--- config.mk ---
export PLATFORM = sky130hd
export DESIGN_NAME = des_round_ctrl_flat
export DESIGN_NICKNAME = d
export VERILOG_FILES = /design/src/rtl/des_round_if.sv /design/src/rtl/des_round_ctrl.sv /design/src/flat_wrapper.sv
export SDC_FILE = /design/constraint.sdc
export NUM_CORES = 1
export LEC_CHECK = 0
export CORE_UTILIZATION = 53
export CTS_CLUSTER_DIAMETER = 60
export DETAILED_ROUTE_END_ITERATION = 8
export GPL_TIMING_DRIVEN = 0
export PLACE_DENSITY = 0.78
export SKIP_LAST_GASP = 1
export SYNTH_ARGS = -nofsm -noshare
export SYNTH_HDL_FRONTEND = slang
export SYNTH_SLANG_ARGS = --single-unit
--- constraint.sdc ---
create_clock -name clk -period 2.77 [get_ports clk]
set_clock_uncertainty 0.1 [all_clocks]
set_input_delay 0.554 -clock clk [delete_from_list [all_inputs] [get_ports clk]]
set_output_delay 0.554 -clock clk [all_outputs]
set_load 0.01 [all_outputs]
--- src/rtl/des_round_if.sv ---
// des_round_if: host/datapath control bundle for des_round_ctrl.
//   master : requester side (drives in_valid, in_decrypt, out_ready[, abort])
//   slave  : controller side (drives in_ready, stage enables, key-schedule
//            controls, out_valid, busy[, abort_ack])
// Optional abort signals exist only when DES_ABORT_EN is defined.
interface des_round_if;
  logic       in_valid;
  logic       in_decrypt;
  logic       in_ready;
  logic       ip_load;
  logic       round_en;
  logic [3:0] round_idx;
  logic [1:0] ks_shift;
  logic       ks_dir;
  logic       fp_start;
  logic       out_valid;
  logic       out_ready;
  logic       busy;
`ifdef DES_ABORT_EN
  logic       abort;
  logic       abort_ack;

  modport master (
    output in_valid, in_decrypt, out_ready, abort,
    input  in_ready, ip_load, round_en, round_idx, ks_shift, ks_dir,
           fp_start, out_valid, busy, abort_ack
  );
  modport slave (
    input  in_valid, in_decrypt, out_ready, abort,
    output in_ready, ip_load, round_en, round_idx, ks_shift, ks_dir,
           fp_start, out_valid, busy, abort_ack
  );
`else
  modport master (
    output in_valid, in_decrypt, out_ready,
    input  in_ready, ip_load, round_en, round_idx, ks_shift, ks_dir,
           fp_start, out_valid, busy
  );
  modport slave (
    input  in_valid, in_decrypt, out_ready,
    output in_ready, ip_load, round_en, round_idx, ks_shift, ks_dir,
           fp_start, out_valid, busy
  );
`endif
endinterface

--- src/rtl/des_round_ctrl.sv ---
// des_round_ctrl: sequences one DES block through IP, ROUNDS Feistel rounds
// with key-schedule shift control, then the inverse permutation, and returns
// a result-valid handshake. Holds no data.
// Ports:
//   clk, rst_n (async active-low)
//   bus (des_round_if.slave): in_valid/in_decrypt/in_ready request handshake,
//     ip_load, round_en, round_idx, ks_shift, ks_dir, fp_start stage controls,
//     out_valid/out_ready result handshake, busy.
// Build option DES_ABORT_EN adds bus.abort / bus.abort_ack.
// All outputs are registered, decoded from next-state and next round count.
module des_round_ctrl #(
  parameter int unsigned ROUNDS = 16
) (
  input  logic        clk,
  input  logic        rst_n,
  des_round_if.slave  bus
);

  localparam int unsigned CNT_W = 4;
  localparam logic [CNT_W-1:0] LAST_RND = CNT_W'(ROUNDS - 1);

  typedef enum logic [2:0] {S_IDLE, S_IP, S_ROUND, S_FP, S_DONE} state_e;

  state_e           state_q, state_d;
  logic [CNT_W-1:0] rcnt_q, rcnt_d;
  logic             mode_q, mode_d;

  logic             in_ready_q, in_ready_d;
  logic             ip_load_q, ip_load_d;
  logic             round_en_q, round_en_d;
  logic [CNT_W-1:0] round_idx_q, round_idx_d;
  logic [1:0]       ks_shift_q, ks_shift_d;
  logic             ks_dir_q, ks_dir_d;
  logic             fp_start_q, fp_start_d;
  logic             out_valid_q, out_valid_d;
  logic             busy_q, busy_d;
`ifdef DES_ABORT_EN
  logic             abort_ack_q, abort_ack_d;
`endif

  // Rotate amount for round r. Decrypt rotates right after use, so its
  // first round applies no shift and K16 (= PC-1 key) is used directly.
  function automatic logic [1:0] shift_amt(input logic [CNT_W-1:0] r,
                                           input logic dec);
    logic [1:0] s;
    if (r == 4'd0 || r == 4'd1 || r == 4'd8 || r == 4'd15) s = 2'd1;
    else                                                   s = 2'd2;
    if (dec && r == 4'd0) s = 2'd0;
    return s;
  endfunction

  // Next-state and next-output decode
  always_comb begin
    state_d = state_q;
    rcnt_d  = rcnt_q;
    mode_d  = mode_q;
`ifdef DES_ABORT_EN
    abort_ack_d = 1'b0;
`endif

    case (state_q)
      S_IDLE: begin
        // in_ready_q gates the accept so nothing is taken in the first
        // cycle after reset release, when in_ready is still low.
        if (in_ready_q && bus.in_valid) begin
          mode_d  = bus.in_decrypt;
          state_d = S_IP;
        end
      end
      S_IP: begin
        rcnt_d  = '0;
        state_d = S_ROUND;
      end
      S_ROUND: begin
        if (rcnt_q == LAST_RND) begin
          rcnt_d  = '0;
          state_d = S_FP;
        end else begin
          rcnt_d = rcnt_q + CNT_W'(1);
        end
      end
      S_FP:    state_d = S_DONE;
      S_DONE:  if (bus.out_ready) state_d = S_IDLE;
      default: state_d = S_IDLE;
    endcase

`ifdef DES_ABORT_EN
    if (bus.abort && (state_q == S_IP || state_q == S_ROUND || state_q == S_FP)) begin
      state_d     = S_IDLE;
      rcnt_d      = '0;
      abort_ack_d = 1'b1;
    end
`endif

    in_ready_d  = (state_d == S_IDLE);
    ip_load_d   = (state_d == S_IP);
    round_en_d  = (state_d == S_ROUND);
    round_idx_d = (state_d == S_ROUND) ? rcnt_d : '0;
    ks_shift_d  = (state_d == S_ROUND) ? shift_amt(rcnt_d, mode_d) : 2'd0;
    ks_dir_d    = (state_d == S_ROUND) && mode_d;
    fp_start_d  = (state_d == S_FP);
    out_valid_d = (state_d == S_DONE);
    busy_d      = (state_d != S_IDLE);
  end

  // State and output registers
  always_ff @(posedge clk or negedge rst_n) begin
    if (!rst_n) begin
      state_q     <= S_IDLE;
      rcnt_q      <= '0;
      mode_q      <= 1'b0;
      in_ready_q  <= 1'b0;
      ip_load_q   <= 1'b0;
      round_en_q  <= 1'b0;
      round_idx_q <= '0;
      ks_shift_q  <= 2'd0;
      ks_dir_q    <= 1'b0;
      fp_start_q  <= 1'b0;
      out_valid_q <= 1'b0;
      busy_q      <= 1'b0;
`ifdef DES_ABORT_EN
      abort_ack_q <= 1'b0;
`endif
    end else begin
      state_q     <= state_d;
      rcnt_q      <= rcnt_d;
      mode_q      <= mode_d;
      in_ready_q  <= in_ready_d;
      ip_load_q   <= ip_load_d;
      round_en_q  <= round_en_d;
      round_idx_q <= round_idx_d;
      ks_shift_q  <= ks_shift_d;
      ks_dir_q    <= ks_dir_d;
      fp_start_q  <= fp_start_d;
      out_valid_q <= out_valid_d;
      busy_q      <= busy_d;
`ifdef DES_ABORT_EN
      abort_ack_q <= abort_ack_d;
`endif
    end
  end

  assign bus.in_ready  = in_ready_q;
  assign bus.ip_load   = ip_load_q;
  assign bus.round_en  = round_en_q;
  assign bus.round_idx = round_idx_q;
  assign bus.ks_shift  = ks_shift_q;
  assign bus.ks_dir    = ks_dir_q;
  assign bus.fp_start  = fp_start_q;
  assign bus.out_valid = out_valid_q;
  assign bus.busy      = busy_q;
`ifdef DES_ABORT_EN
  assign bus.abort_ack = abort_ack_q;
`endif

endmodule
--- src/flat_wrapper.sv ---
// flat-port wrapper written by rule: the top's interface ports become plain ports
module des_round_ctrl_flat 
#(
  parameter int unsigned ROUNDS = 16
)
  (clk, rst_n, bus_in_valid, bus_in_decrypt, bus_out_ready, bus_in_ready, bus_ip_load, bus_round_en, bus_round_idx, bus_ks_shift, bus_ks_dir, bus_fp_start, bus_out_valid, bus_busy);
  des_round_if bus_i ();
  input  logic clk;
  input  logic rst_n;
  input wire logic [$bits(bus_i.in_valid)-1:0] bus_in_valid;
  input wire logic [$bits(bus_i.in_decrypt)-1:0] bus_in_decrypt;
  input wire logic [$bits(bus_i.out_ready)-1:0] bus_out_ready;
  output wire logic [$bits(bus_i.in_ready)-1:0] bus_in_ready;
  output wire logic [$bits(bus_i.ip_load)-1:0] bus_ip_load;
  output wire logic [$bits(bus_i.round_en)-1:0] bus_round_en;
  output wire logic [$bits(bus_i.round_idx)-1:0] bus_round_idx;
  output wire logic [$bits(bus_i.ks_shift)-1:0] bus_ks_shift;
  output wire logic [$bits(bus_i.ks_dir)-1:0] bus_ks_dir;
  output wire logic [$bits(bus_i.fp_start)-1:0] bus_fp_start;
  output wire logic [$bits(bus_i.out_valid)-1:0] bus_out_valid;
  output wire logic [$bits(bus_i.busy)-1:0] bus_busy;
  assign bus_i.in_valid = bus_in_valid;
  assign bus_i.in_decrypt = bus_in_decrypt;
  assign bus_i.out_ready = bus_out_ready;
  assign bus_in_ready = bus_i.in_ready;
  assign bus_ip_load = bus_i.ip_load;
  assign bus_round_en = bus_i.round_en;
  assign bus_round_idx = bus_i.round_idx;
  assign bus_ks_shift = bus_i.ks_shift;
  assign bus_ks_dir = bus_i.ks_dir;
  assign bus_fp_start = bus_i.fp_start;
  assign bus_out_valid = bus_i.out_valid;
  assign bus_busy = bus_i.busy;
  des_round_ctrl #(.ROUNDS(ROUNDS)) u_core (.clk(clk), .rst_n(rst_n), .bus(bus_i));
endmodule
==> flow_metrics.env, run 1 <==
export IMPL_synthFlopType="dfrtp_1"
export IMPL_critPathLaunchType="register"
export IMPL_cts_root_buf="clkbuf_4"
export IMPL_place_gp_congestion=0.851
export IMPL_grt_max_degree=22
export IMPL_synth_warnings=0
export IMPL_routedWlPerCell_um=12.9
export IMPL_grt_pass1_wl_mm=2.70
export IMPL_relSlewSlack=0.405
export IMPL_drv_cap=0
export IMPL_clkLatencyLatePin_ns=0.30
export IMPL_rr_worst_depth=6
export IMPL_cp_max_fo=5
export IMPL_setup_tns_ns=0
export IMPL_ys_types=39
export IMPL_finalCriticalPeriod_ns=2.01
export IMPL_syn_cell_area_sq_um=916
export IMPL_power_density_nw_per_um2=1130
export IMPL_fillers=114
export IMPL_async_flop_share=1.00
export IMPL_dpl_cell_count=113
export IMPL_drv_slew=0
export IMPL_end_kind="register"
export IMPL_antenna_cells=0
export IMPL_hold_viol=0
export IMPL_cts_setup_buffers=0
export IMPL_timing_fmax_ghz=0.499
export IMPL_dr_first_iter_drc_count=10
export IMPL_coreArea_sq_um=1560
export IMPL_hp_class="reg -> reg"
export IMPL_ys_seq_area_frac=0.574
export IMPL_start_util=0.587
export IMPL_synth_edff_count=0
export IMPL_post_route_util=0.727
export IMPL_worstPathArrival_ns=2.14
export IMPL_slowest_stage="or4b_1"
export IMPL_whs_path_depth=1
export IMPL_layout_commonest_cell="dfrtp_1"
export IMPL_syn_num_nets=86
export IMPL_vias=680
export IMPL_h_tree_depth=1
export IMPL_nets=108
export IMPL_cts_buffers=3
export IMPL_cp_required_ns=2.90
export IMPL_clk_pin_slew_ns=0.11
export IMPL_period_share=0.724
export IMPL_status="finished, violations left"
export IMPL_ir_worst_vdd_mv=0.674
export IMPL_grt_pass1_vias=634
export IMPL_yosys_register_bits=21
export IMPL_dpl_hpwl_mm=1.11
export IMPL_grt_usage=0.195
export IMPL_grt_setup_unrepaired="false"
export IMPL_drc=2
export IMPL_detail_route_vias_per_cell=5.81
export IMPL_hold_buffers=0
export IMPL_grt_overflow_total=0
export IMPL_leakage_nw=0.532
export IMPL_cp_depth=6
export IMPL_cts_tree="yes"
export IMPL_critPathBufInv=0
export IMPL_rows=14
export IMPL_critPathMaxStageDelay_ns=0.53
export IMPL_critPathKind="reg -> reg"
export IMPL_violations="design-rule violations"
export IMPL_drt_pass1_iterations=6
export IMPL_area_growth_pct=23.8
export IMPL_path_delay_family="simple AND/OR/NAND/NOR gates"
export IMPL_die_h_um=43.6
export IMPL_synth_area_per_cell_sq_um=11.4
export IMPL_fp_dieW_um=43.6
export IMPL_die_area_sq_um=1900
export IMPL_whs_ns=0.430
export IMPL_clk_path_buf_depth=2
export IMPL_clock_sinks=21
export IMPL_drive_above_1_share=0.119
export IMPL_setup_viol=0
export IMPL_tightest_slew_ns=0.890
export IMPL_antenna_found_initial=0
export IMPL_layout_common_cells="dfrtp_1, clkdlybuf4s50_1, inv_1"
export IMPL_syn_inst=80
export IMPL_cts_resized=0
export IMPL_port_buffers=17
export IMPL_crit_chain="ha_1 > nor4bb_1 > a21oi_1 > o22ai_1 > or4b_1 > a31oi_1"
export IMPL_wl_mm=1.51
export IMPL_drtAntennaViolNets=0
export IMPL_ios=18
export IMPL_layoutNonFillerInstCount=117
## worst reg2reg max path: stages, from the launching register on
cell and delay (ns):
dfrtp_1 0.45, ha_1 0.26, nor4bb_1 0.16, a21oi_1 0.13
o22ai_1 0.16, or4b_1 0.53, a31oi_1 0.14
## registers in the layout, indices dropped and copies added (netlist names)
name and flops:
u_core.bus.round_idx 4, u_core.bus.out_valid 1, u_core.mode_q 1, u_core.rcnt_q 4
u_core.bus.fp_start 1, u_core.bus.ks_shift 2, u_core.bus.in_ready 1, u_core.state_q 3
u_core.bus.round_en 1, u_core.bus.ks_dir 1, u_core.bus.ip_load 1, u_core.bus.busy 1
## cells in the mapped netlist (2+ instances only)
| master | n | area, sq um |
|---|---|---|
| inv_1 | 6 | 22.5 |
| nand3b_1 | 2 | 15.0 |
| nor2b_1 | 2 | 12.5 |
| a21oi_1 | 4 | 20.0 |
| nand2b_1 | 2 | 12.5 |
| dfrtp_1 | 21 | 526 |
| nand4_1 | 2 | 12.5 |
| nand2_1 | 3 | 11.3 |
| nand3_1 | 3 | 15.0 |
| o21ai_0 | 4 | 20.0 |
| nor2_1 | 3 | 11.3 |
## final timing paths
path | endpoint | slack [ns] | from
min reg2reg | u_core.mode_q$_DFF_PN0_ | 0.43 | u_core.mode_q$_DFF_PN0_
max | u_core.bus.ks_shift[0]$_DFF_PN0_ | 0.76 | u_core.rcnt_q[1]$_DFF_PN0_
max reg2reg | u_core.bus.ks_shift[0]$_DFF_PN0_ | 0.76 | u_core.rcnt_q[1]$_DFF_PN0_
min in group asynchronous | u_core.bus.round_idx[3]$_DFF_PN0_ | 0.64 | rst_n
max in group asynchronous | u_core.state_q[2]$_DFF_PN0_ | 1.38 | rst_n
min | u_core.mode_q$_DFF_PN0_ | 0.43 | u_core.mode_q$_DFF_PN0_
## where the power goes
part | total [mW] | internal (mW) | switching, mW
clock | 0.142 | 0.0539 | 0.0879
combinational | 0.642 | 0.321 | 0.322
sequential | 0.495 | 0.421 | 0.0740
total | 1.28 | 0.796 | 0.484
## layer usage
metal / GRT usage / vias to the layer above / routed length (um)
li1: - / 336 / -
met1: 0.269 / 323 / 703
met2: 0.307 / 18 / 731
met3: 0.0375 / 3 / 54
met4: 0.0750 / 0 / 23
met5: 0 / - / 0
## through the flow
step,power [mW],instance area [sq um],worst slack [ns]
after floorplan,0.915,916,0.970
after global placement,1.13,1110,0.500
after detailed placement,1.14,1110,0.490
after CTS,1.28,1130,0.784
after global routing,1.38,1130,0.608
final,1.28,1130,0.765
## cells by family after synthesis
logic type	synth area share
simple gates	0.199
fa+ha+maj	0.0137
mux	0.0273
compound gates	0.130
xor+xnor	0.00956
flops	0.574
buf+inv	0.0464
## final cells by class
type | instances | area (sq um) | share of cell area
Buffer | 3 | 20.0 | 0.0177
Timing Repair Buffer | 17 | 170 | 0.150
Multi-Input combinational cell | 50 | 348 | 0.307
Sequential cell | 21 | 526 | 0.464
Inverter | 6 | 22.5 | 0.0199
Clock buffer | 3 | 22.5 | 0.0199
Clock inverter | 1 | 5.00 | 0.00442
Tap cell | 16 | 20.0 | 0.0177
Power figures use the tool's default switching activity.
==> run 2, diff against run 1 <==
CORE_UTILIZATION = 44   (was 53)
PLACE_DENSITY = 0.68   (was 0.78)
clock period = 1.7 ns   (was 2.77 ns; I/O delays follow)
==> flow_metrics.env, run 2 (synthesis results as in run 1) <==
export IMPL_cp_max_fo=7
export IMPL_worstPathArrival_ns=2.05
export IMPL_antenna_found_initial=0
export IMPL_cts_tree="yes"
export IMPL_drtAntennaViolNets=0
export IMPL_crit_chain="clkbuf_1 > nand3_1 > nand3_1 > a31o_1 > a2111o_1 > a31oi_1"
export IMPL_critPathBufInv=1
export IMPL_dpl_hpwl_mm=1.23
export IMPL_status="finished, violations left"
export IMPL_grt_overflow_total=0
export IMPL_cts_buffers=3
export IMPL_setup_viol=3
export IMPL_pwr_share_comb=0.583
export IMPL_power_density_nw_per_um2=1960
export IMPL_critPathKind="reg -> reg"
export IMPL_r2r_start="u_core.rcnt_q[0]$_DFF_PN0_"
export IMPL_grt_pass1_vias=624
export IMPL_clock_sinks=21
export IMPL_relSlewSlack=0.394
export IMPL_drv_slew=0
export IMPL_cp_common_cell="nand3_1"
export IMPL_critPathLaunchType="register"
export IMPL_p_int_mw=1.62
export IMPL_drv_cap=0
export IMPL_rr_worst_depth=6
export IMPL_layoutNonFillerInstCount=140
export IMPL_grt_max_degree=22
export IMPL_crit_end="u_core.bus.ks_shift[0]$_DFF_PN0_"
export IMPL_die_area_sq_um=2270
export IMPL_drive_above_1_share=0.319
export IMPL_nets=120
export IMPL_p_clk_frac=0.091
export IMPL_grt_setup_unrepaired="true"
export IMPL_clk_path_buf_depth=2
export IMPL_vias=736
export IMPL_cts_root_buf="clkbuf_4"
export IMPL_critPathMaxStageDelay_ns=0.43
export IMPL_place_gp_congestion=0.807
export IMPL_crit_start="u_core.rcnt_q[0]$_DFF_PN0_"
export IMPL_grt_pass1_wl_mm=3.02
export IMPL_rows=16
export IMPL_violations="negative setup slack"
export IMPL_ios=18
export IMPL_place_ws_ns=-0.419
export IMPL_antenna_cells=0
export IMPL_dpl_cell_count=124
export IMPL_period_share=1.13
export IMPL_detail_route_vias_per_cell=5.26
export IMPL_wl_mm=2.06
export IMPL_ir_worst_vdd_mv=0.997
export IMPL_worst_slack_ns=-0.219
export IMPL_reg2reg_setup_slack_ns=-0.22
export IMPL_grt_usage=0.202
export IMPL_cp_required_ns=1.84
export IMPL_port_buffers=17
export IMPL_start_util=0.467
export IMPL_coreArea_sq_um=1960
export IMPL_sw_frac_of_total=0.382
export IMPL_layout_commonest_cell="dfrtp_1"
export IMPL_layout_common_cells="dfrtp_1, clkdlybuf4s50_1, buf_4"
export IMPL_timing_fmax_ghz=0.521
export IMPL_clkLatencyLatePin_ns=0.31
export IMPL_cp_depth=6
export IMPL_hp_class="in -> async"
export IMPL_slowest_stage="dfrtp_1"
export IMPL_hold_viol=0
export IMPL_switching_power_mw=1.00
export IMPL_seq_power_share=0.326
export IMPL_path_delay_family="compound AO/OA/AOI/OAI gates"
export IMPL_h_tree_depth=1
export IMPL_rr_endpoint="u_core.bus.ks_shift[0]$_DFF_PN0_"
export IMPL_leakage_nw=0.617
export IMPL_drc=0
export IMPL_area_growth_pct=45.9
export IMPL_finalCriticalPeriod_ns=1.92
export IMPL_clk_pin_slew_ns=0.12
export IMPL_fp_dieW_um=47.6
export IMPL_dr_first_iter_drc_count=14
export IMPL_routedWlPerCell_um=14.7
export IMPL_tightest_slew_ns=0.907
export IMPL_end_kind="register"
export IMPL_drt_pass1_iterations=4
export IMPL_die_h_um=47.6
run 2: changes by cell type in the layout (fill, tap and decap cells not counted), sizes merged:
| cell | before | now |
|---|---|---|
| dlymetal6s2s | 0 | 1 |
| clkdlybuf4s50 | 17 | 16 |
| buf | 2 | 14 |
run 2: per-stage QoR:
| step | instance area [sq um] | util | power (mW) | hold WS [ns] | setup TNS, ns |
|---|---|---|---|---|---|
| 5_1_grt | 1340 | 0.681 | 2.81 | 0.465 | -0.693 |
| 4_1_cts | 1260 | 0.644 | 2.44 | 0.433 | -0.306 |
| 3_3_place_gp | 1130 | 0.575 | 1.86 | 0.392 | -0.552 |
| 6_report | 1340 | 0.681 | 2.62 | 0.430 | -0.409 |
| 2_1_floorplan | 923 | - | 1.51 | -0.0556 | -0.0638 |
| 3_5_place_dp | 1130 | 0.575 | 1.90 | 0.406 | -0.639 |
run 2: worst min path at each step:
stage	endpoint	cells past startpoint	slack, ns
after global routing	u_core.mode_q$_DFF_PN0_	1	0.47
after detailed placement	u_core.mode_q$_DFF_PN0_	1	0.41
after floorplan	u_core.bus.busy$_DFF_PN0_	0	-0.06
final	u_core.mode_q$_DFF_PN0_	1	0.43
after CTS	u_core.mode_q$_DFF_PN0_	1	0.43
after global placement	u_core.mode_q$_DFF_PN0_	1	0.39
run 2: power groups by stage:
stage	combinational (mW)	clock [mW]	sequential, mW
5_1_grt	1.67	0.263	0.885
2_1_floorplan	0.648	0	0.859
6_report	1.53	0.238	0.854
3_5_place_dp	1.07	0	0.828
3_3_place_gp	1.04	0	0.819
4_1_cts	1.37	0.241	0.829
run 2: timing repair:
action | in CTS | in global routing
pin swaps | 10 | 7
hold buffers | 0 | 0
setup endpoints to repair | 2 | 4
setup buffers | 7 | 5
resized for setup | 12 | 8
run 2: layer usage:
layer / up-vias / part of all wire / track usage / wire (um)
li1: 352 / - / - / -
met1: 358 / 0.42 / 0.267 / 863
met2: 20 / 0.51 / 0.307 / 1060
met5: - / 0 / 0 / 0
met3: 6 / 0.037 / 0.0453 / 77
met4: 0 / 0.029 / 0.117 / 60
run 2: cell type report:
type / instances / area [sq um]
Timing Repair Buffer: 29 / 263
Tap cell: 27 / 33.8
Fill cell: 168 / 626
Clock buffer: 3 / 22.5
Inverter: 6 / 22.5
Buffer: 3 / 22.5
Sequential cell: 21 / 528
Clock inverter: 1 / 5.00
Multi-Input combinational cell: 50 / 439
==> patch 1, RTL diff (flow settings as in run 2) <==
`ROUNDS` is set to 16 in 2 places; all go to 15.
--- a/src/rtl/des_round_ctrl.sv
+++ b/src/rtl/des_round_ctrl.sv
@@ -9,7 +9,7 @@
 // Build option DES_ABORT_EN adds bus.abort / bus.abort_ack.
 // All outputs are registered, decoded from next-state and next round count.
 module des_round_ctrl #(
-  parameter int unsigned ROUNDS = 16
+  parameter int unsigned ROUNDS = 15
 ) (
   input  logic        clk,
   input  logic        rst_n,
--- a/src/flat_wrapper.sv
+++ b/src/flat_wrapper.sv
@@ -1,7 +1,7 @@
 // flat-port wrapper written by rule: the top's interface ports become plain ports
 module des_round_ctrl_flat 
 #(
-  parameter int unsigned ROUNDS = 16
+  parameter int unsigned ROUNDS = 15
 )
   (clk, rst_n, bus_in_valid, bus_in_decrypt, bus_out_ready, bus_in_ready, bus_ip_load, bus_round_en, bus_round_idx, bus_ks_shift, bus_ks_dir, bus_fp_start, bus_out_valid, bus_busy);
   des_round_if bus_i ();
Formal check against the unedited RTL: same outputs for any inputs over 10 cycles, from zero or initial values and one cycle with rst_n low; that may be too few to reach the edited logic, so the function may still have changed.
==> patch 1 against run 2 <==
The run still ends with setup timing left. Routed wire length is 0.44% lower. Synthesized area is 0.68% higher. Design area is 0.19% lower. Power is 3.8% lower. Maximum frequency is 5.1% higher. Setup slack better by 0.094 ns. Critical endpoint unchanged. Die area is 0.65% higher. Sequential cell count stayed put.
==> patch 1: results (changes against run 2) <==
die area 0.002283 mm2 (was 0.002268 mm2); list of most frequent post-synthesis cells 21 x dfrtp_1, 8 x nor2_1, 6 x inv_1 (was 21 x dfrtp_1, 6 x inv_1, 4 x a21oi_1, 4 x o21ai_0); status finished with violations (unchanged); Final Setup Violations 2 (was 3); Arr. time, crit path 1.98 ns (was 2.05 ns); met2 routed WL 1.083 mm (was 1.058 mm); Post-Synth XOR/XNOR Area 0.01900 (was 0.009563); Seq pwr share 0.322 (was 0.326); post-layout worst setup margin -0.1255 ns (was -0.2191 ns); cell count after synthesis 76 (was 80); worst vdd rail ir drop 1.301 mV (was 0.9966 mV); Cell variety after synth 36 (was 39); met3 routed WL 92 um (was 77 um); final WL 2.050 mm (was 2.059 mm); logic gate share of total power 0.581 (was 0.583); synth top area cells dfrtp_1 57%, nor2_1 3.3%, ha_1 2.7% (was dfrtp_1 57%, inv_1 2.5%, a21oi_1 2.2%); post-synthesis compound-gate area fraction 0.1235 (was 0.1298); Pleak 0.6143 nW (was 0.6168 nW); vias in the first global route 627 (was 624); violated checks setup timing (unchanged); final cell count without fillers 136 (was 140); gr usage total 0.1925 (was 0.2022); mux cell area share after synthesis 0.01085 (was 0.02732); routed length on met1 841 um (was 863 um); setup fix buffers added after clock tree synthesis 11 (was 7); post-cts resize count 7 (was 12); placed insts 120 (was 124); Hold WS 0.4189 ns (was 0.4301 ns); post-DP HPWL 1.273 mm (was 1.229 mm); Initial DRC Count 15 (was 14); gpl congestion 0.8338 (was 0.8069); Pre-antenna DRT Iters 5 (was 4); Reg2Reg Setup Slack -0.13 ns (was -0.22 ns); worst hold path type reg2reg (was in2async); share of cells above drive strength 1 0.4037 (was 0.3186); DR vias 707 (was 736); Max-slew headroom 0.3639 (was 0.3936); post-synth net total 83 (was 86); CP Max Fanout 4 (was 7); slowest stage cell, crit path dfrtp_2 (was dfrtp_1); worst r2r path cells 7 (was 6)
patch 1: cell count changes in the layout (fill, tap and decap cells not counted), moves of 3 or more:
cell,change
dfrtp_1,-3
a21oi_2,-4
nor2_1,+3
dfrtp_2,+3
patch 1: metal layers:
layer  track usage  up-vias
met5             0        -
met4       0.08333        0
met3       0.04528        5
met2        0.3270       19
met1        0.2317      350
li1              -      333
patch 1: area by class of cell:
| type | instances | area [um2] |
|---|---|---|
| Sequential cell | 21 | 531.8 |
| Buffer | 2 | 21.27 |
| Multi-Input combinational cell | 46 | 430.4 |
| Tap cell | 27 | 33.78 |
| Timing Repair Buffer | 29 | 262.8 |
| Clock inverter | 1 | 5.005 |
| Clock buffer | 3 | 22.52 |
| Inverter | 7 | 26.28 |
| Fill cell | 159 | 628.1 |
patch 1: worst max path at each step:
stage	start	endpoint	slack (ns)	cells after the start
3_3_place_gp	bus_in_valid	u_core.bus.ks_shift[0]	-0.33	5
3_5_place_dp	bus_in_valid	u_core.bus.ks_shift[0]	-0.34	5
5_1_grt	u_core.rcnt_q[0]	u_core.bus.ks_shift[0]	-0.19	7
2_1_floorplan	u_core.state_q[0]	u_core.bus.ks_shift[0]	-0.04	5
6_report	u_core.rcnt_q[0]	u_core.bus.ks_shift[0]	-0.13	7
4_1_cts	u_core.state_q[1]	u_core.bus.ks_shift[0]	-0.1	5
patch 1: stage by stage:
stage          setup WS (ns)  utilization  total power [mW]  area [um2]  TNS [ns]
2_1_floorplan       -0.04113            -             1.540       952.2  -0.05323
3_3_place_gp         -0.3325       0.5893             1.896        1156   -0.5361
3_5_place_dp         -0.3388       0.5893             1.922        1156   -0.5587
4_1_cts             -0.09900       0.6594             2.373        1294   -0.1602
5_1_grt              -0.1873       0.6798             2.686        1334   -0.2978
6_report             -0.1255       0.6798             2.521        1334   -0.1817
==> patch 2, RTL diff (flow settings as in run 2) <==
Made on the original files. Reset style: synchronous (`rst_n`), changed in one clocked block. Comments in the files are not updated.
--- a/src/rtl/des_round_ctrl.sv
+++ b/src/rtl/des_round_ctrl.sv
@@ -104,7 +104,7 @@
   end
 
   // State and output registers
-  always_ff @(posedge clk or negedge rst_n) begin
+  always_ff @(posedge clk) begin
     if (!rst_n) begin
       state_q     <= S_IDLE;
       rcnt_q      <= '0;
Formal check against the unedited RTL: differs if rst_n is asserted again (counterexample within 4 cycles, from zero or initial values and one cycle with rst_n low); with rst_n held inactive, the same outputs for 10 cycles.
==> patch 2 against run 2 <==
Design area fell by 8.3%. Non-clock buffer count shrank 6. Core utilization fell by 0.13 points. Sequential share of layout area is 4.2 points lower. First-iteration DRC count is 36% higher. Via count up 3.7%. Setup slack better by 0.25 ns. Sequential cell count did not move. Synthesized area fell by 2.9%. Routed wire length shrank 7.5%. Global-route usage decreased by 1.4 points. Critical path type unchanged. Highest routed layer unchanged.
Power is not compared: it rests on default switching activity, and its combinational part moved more than twofold at a synthesized area within 25%.
==> patch 2: results (changes against run 2) <==
clock buffers 4 (was 3); synth top area cells dfxtp_1 47%, nor2b_1 4.2%, and2_1 2.8% (was dfrtp_1 57%, inv_1 2.5%, a21oi_1 2.2%); list of most frequent post-synthesis cells 21 x dfxtp_1, 6 x nor2b_1 (was 21 x dfrtp_1, 6 x inv_1, 4 x a21oi_1, 4 x o21ai_0); Post-Synth XOR/XNOR Area 0.009845 (was 0.009563); DP Area 0.001106 mm2 (was 0.001127 mm2); Arr. time, crit path 1.78 ns (was 2.05 ns); first-pass GRT wire length 2.822 mm (was 3.015 mm); Synth Area in Adders 0.01406 (was 0.01366); Clock buf/inv share 0.02145 (was 0.02060); worst hold path type reg2reg (was in2async); post-synth net total 94 (was 86); post-synthesis sequential area ratio 0.4726 (was 0.5738); slowest stage cell, crit path dfxtp_4 (was dfrtp_1); Initial DRC Count 19 (was 14); Multi-input gate area 474.2 um2 (was 439.2 um2); gr usage total 0.1879 (was 0.2022); core footprint 0.001802 mm2 (was 0.001962 mm2); placed insts 130 (was 124); vias in the first global route 658 (was 624); Inverters 4 (was 6); nets 121 (was 120); met1 Track Usage GR 0.2441 (was 0.2668); M2 GR Usage 0.2833 (was 0.3068); cell count after synthesis 88 (was 80); share of cells above drive strength 1 0.2719 (was 0.3186); mux cell area share after synthesis 0.01125 (was 0.02732); critical path's largest stage delay 0.39 ns (was 0.43 ns); Area Overhead vs Synth 37.69% (was 45.90%); status finished clean (was finished with violations); post-synthesis compound-gate area fraction 0.1617 (was 0.1298); Reg area 432.9 um2 (was 528.0 um2); Async SR Flop Fraction 0 (was 1.000); vias per cell 5.489 (was 5.257); gpl congestion 0.8089 (was 0.8069); GRT met3 Usage 0.03462 (was 0.04528); Setup WS pre-CTS -0.3400 ns (was -0.4192 ns); met2 routed WL 922 um (was 1.058 mm); final cell count without fillers 139 (was 140); post-DP HPWL 1.210 mm (was 1.229 mm); largest net degree at the start of global routing 12 (was 22); multi-input gates 59 (was 50); wire per inst 13.71 um (was 14.71 um)
-- patch 2: worst paths after layout --
path                    startpoint                     end  slack (ns)  depth (start not counted)
hold / removal       u_core.mode_q       u_core.bus.ks_dir        0.44                          2
hold reg to reg      u_core.mode_q       u_core.bus.ks_dir        0.44                          2
setup / recovery  u_core.rcnt_q[1]  u_core.bus.ks_shift[0]        0.03                          7
setup reg to reg  u_core.rcnt_q[1]  u_core.bus.ks_shift[0]        0.03                          7
-- patch 2: power by group through the flow --
stage / combinational [mW] / clock, mW / sequential [mW]
after detailed placement: 0.115 / 0 / 0.531
after floorplan: 0.0644 / 0 / 0.535
after CTS: 0.119 / 0.247 / 0.517
after global routing: 0.135 / 0.267 / 0.520
final: 0.123 / 0.238 / 0.517
after global placement: 0.114 / 0 / 0.530
-- patch 2: timing repair --
item / 4_1_cts / 5_1_grt
resized for setup: 7 / 7
setup endpoints to repair: 2 / 3
setup buffers: 3 / 2
pin swaps: 3 / 5
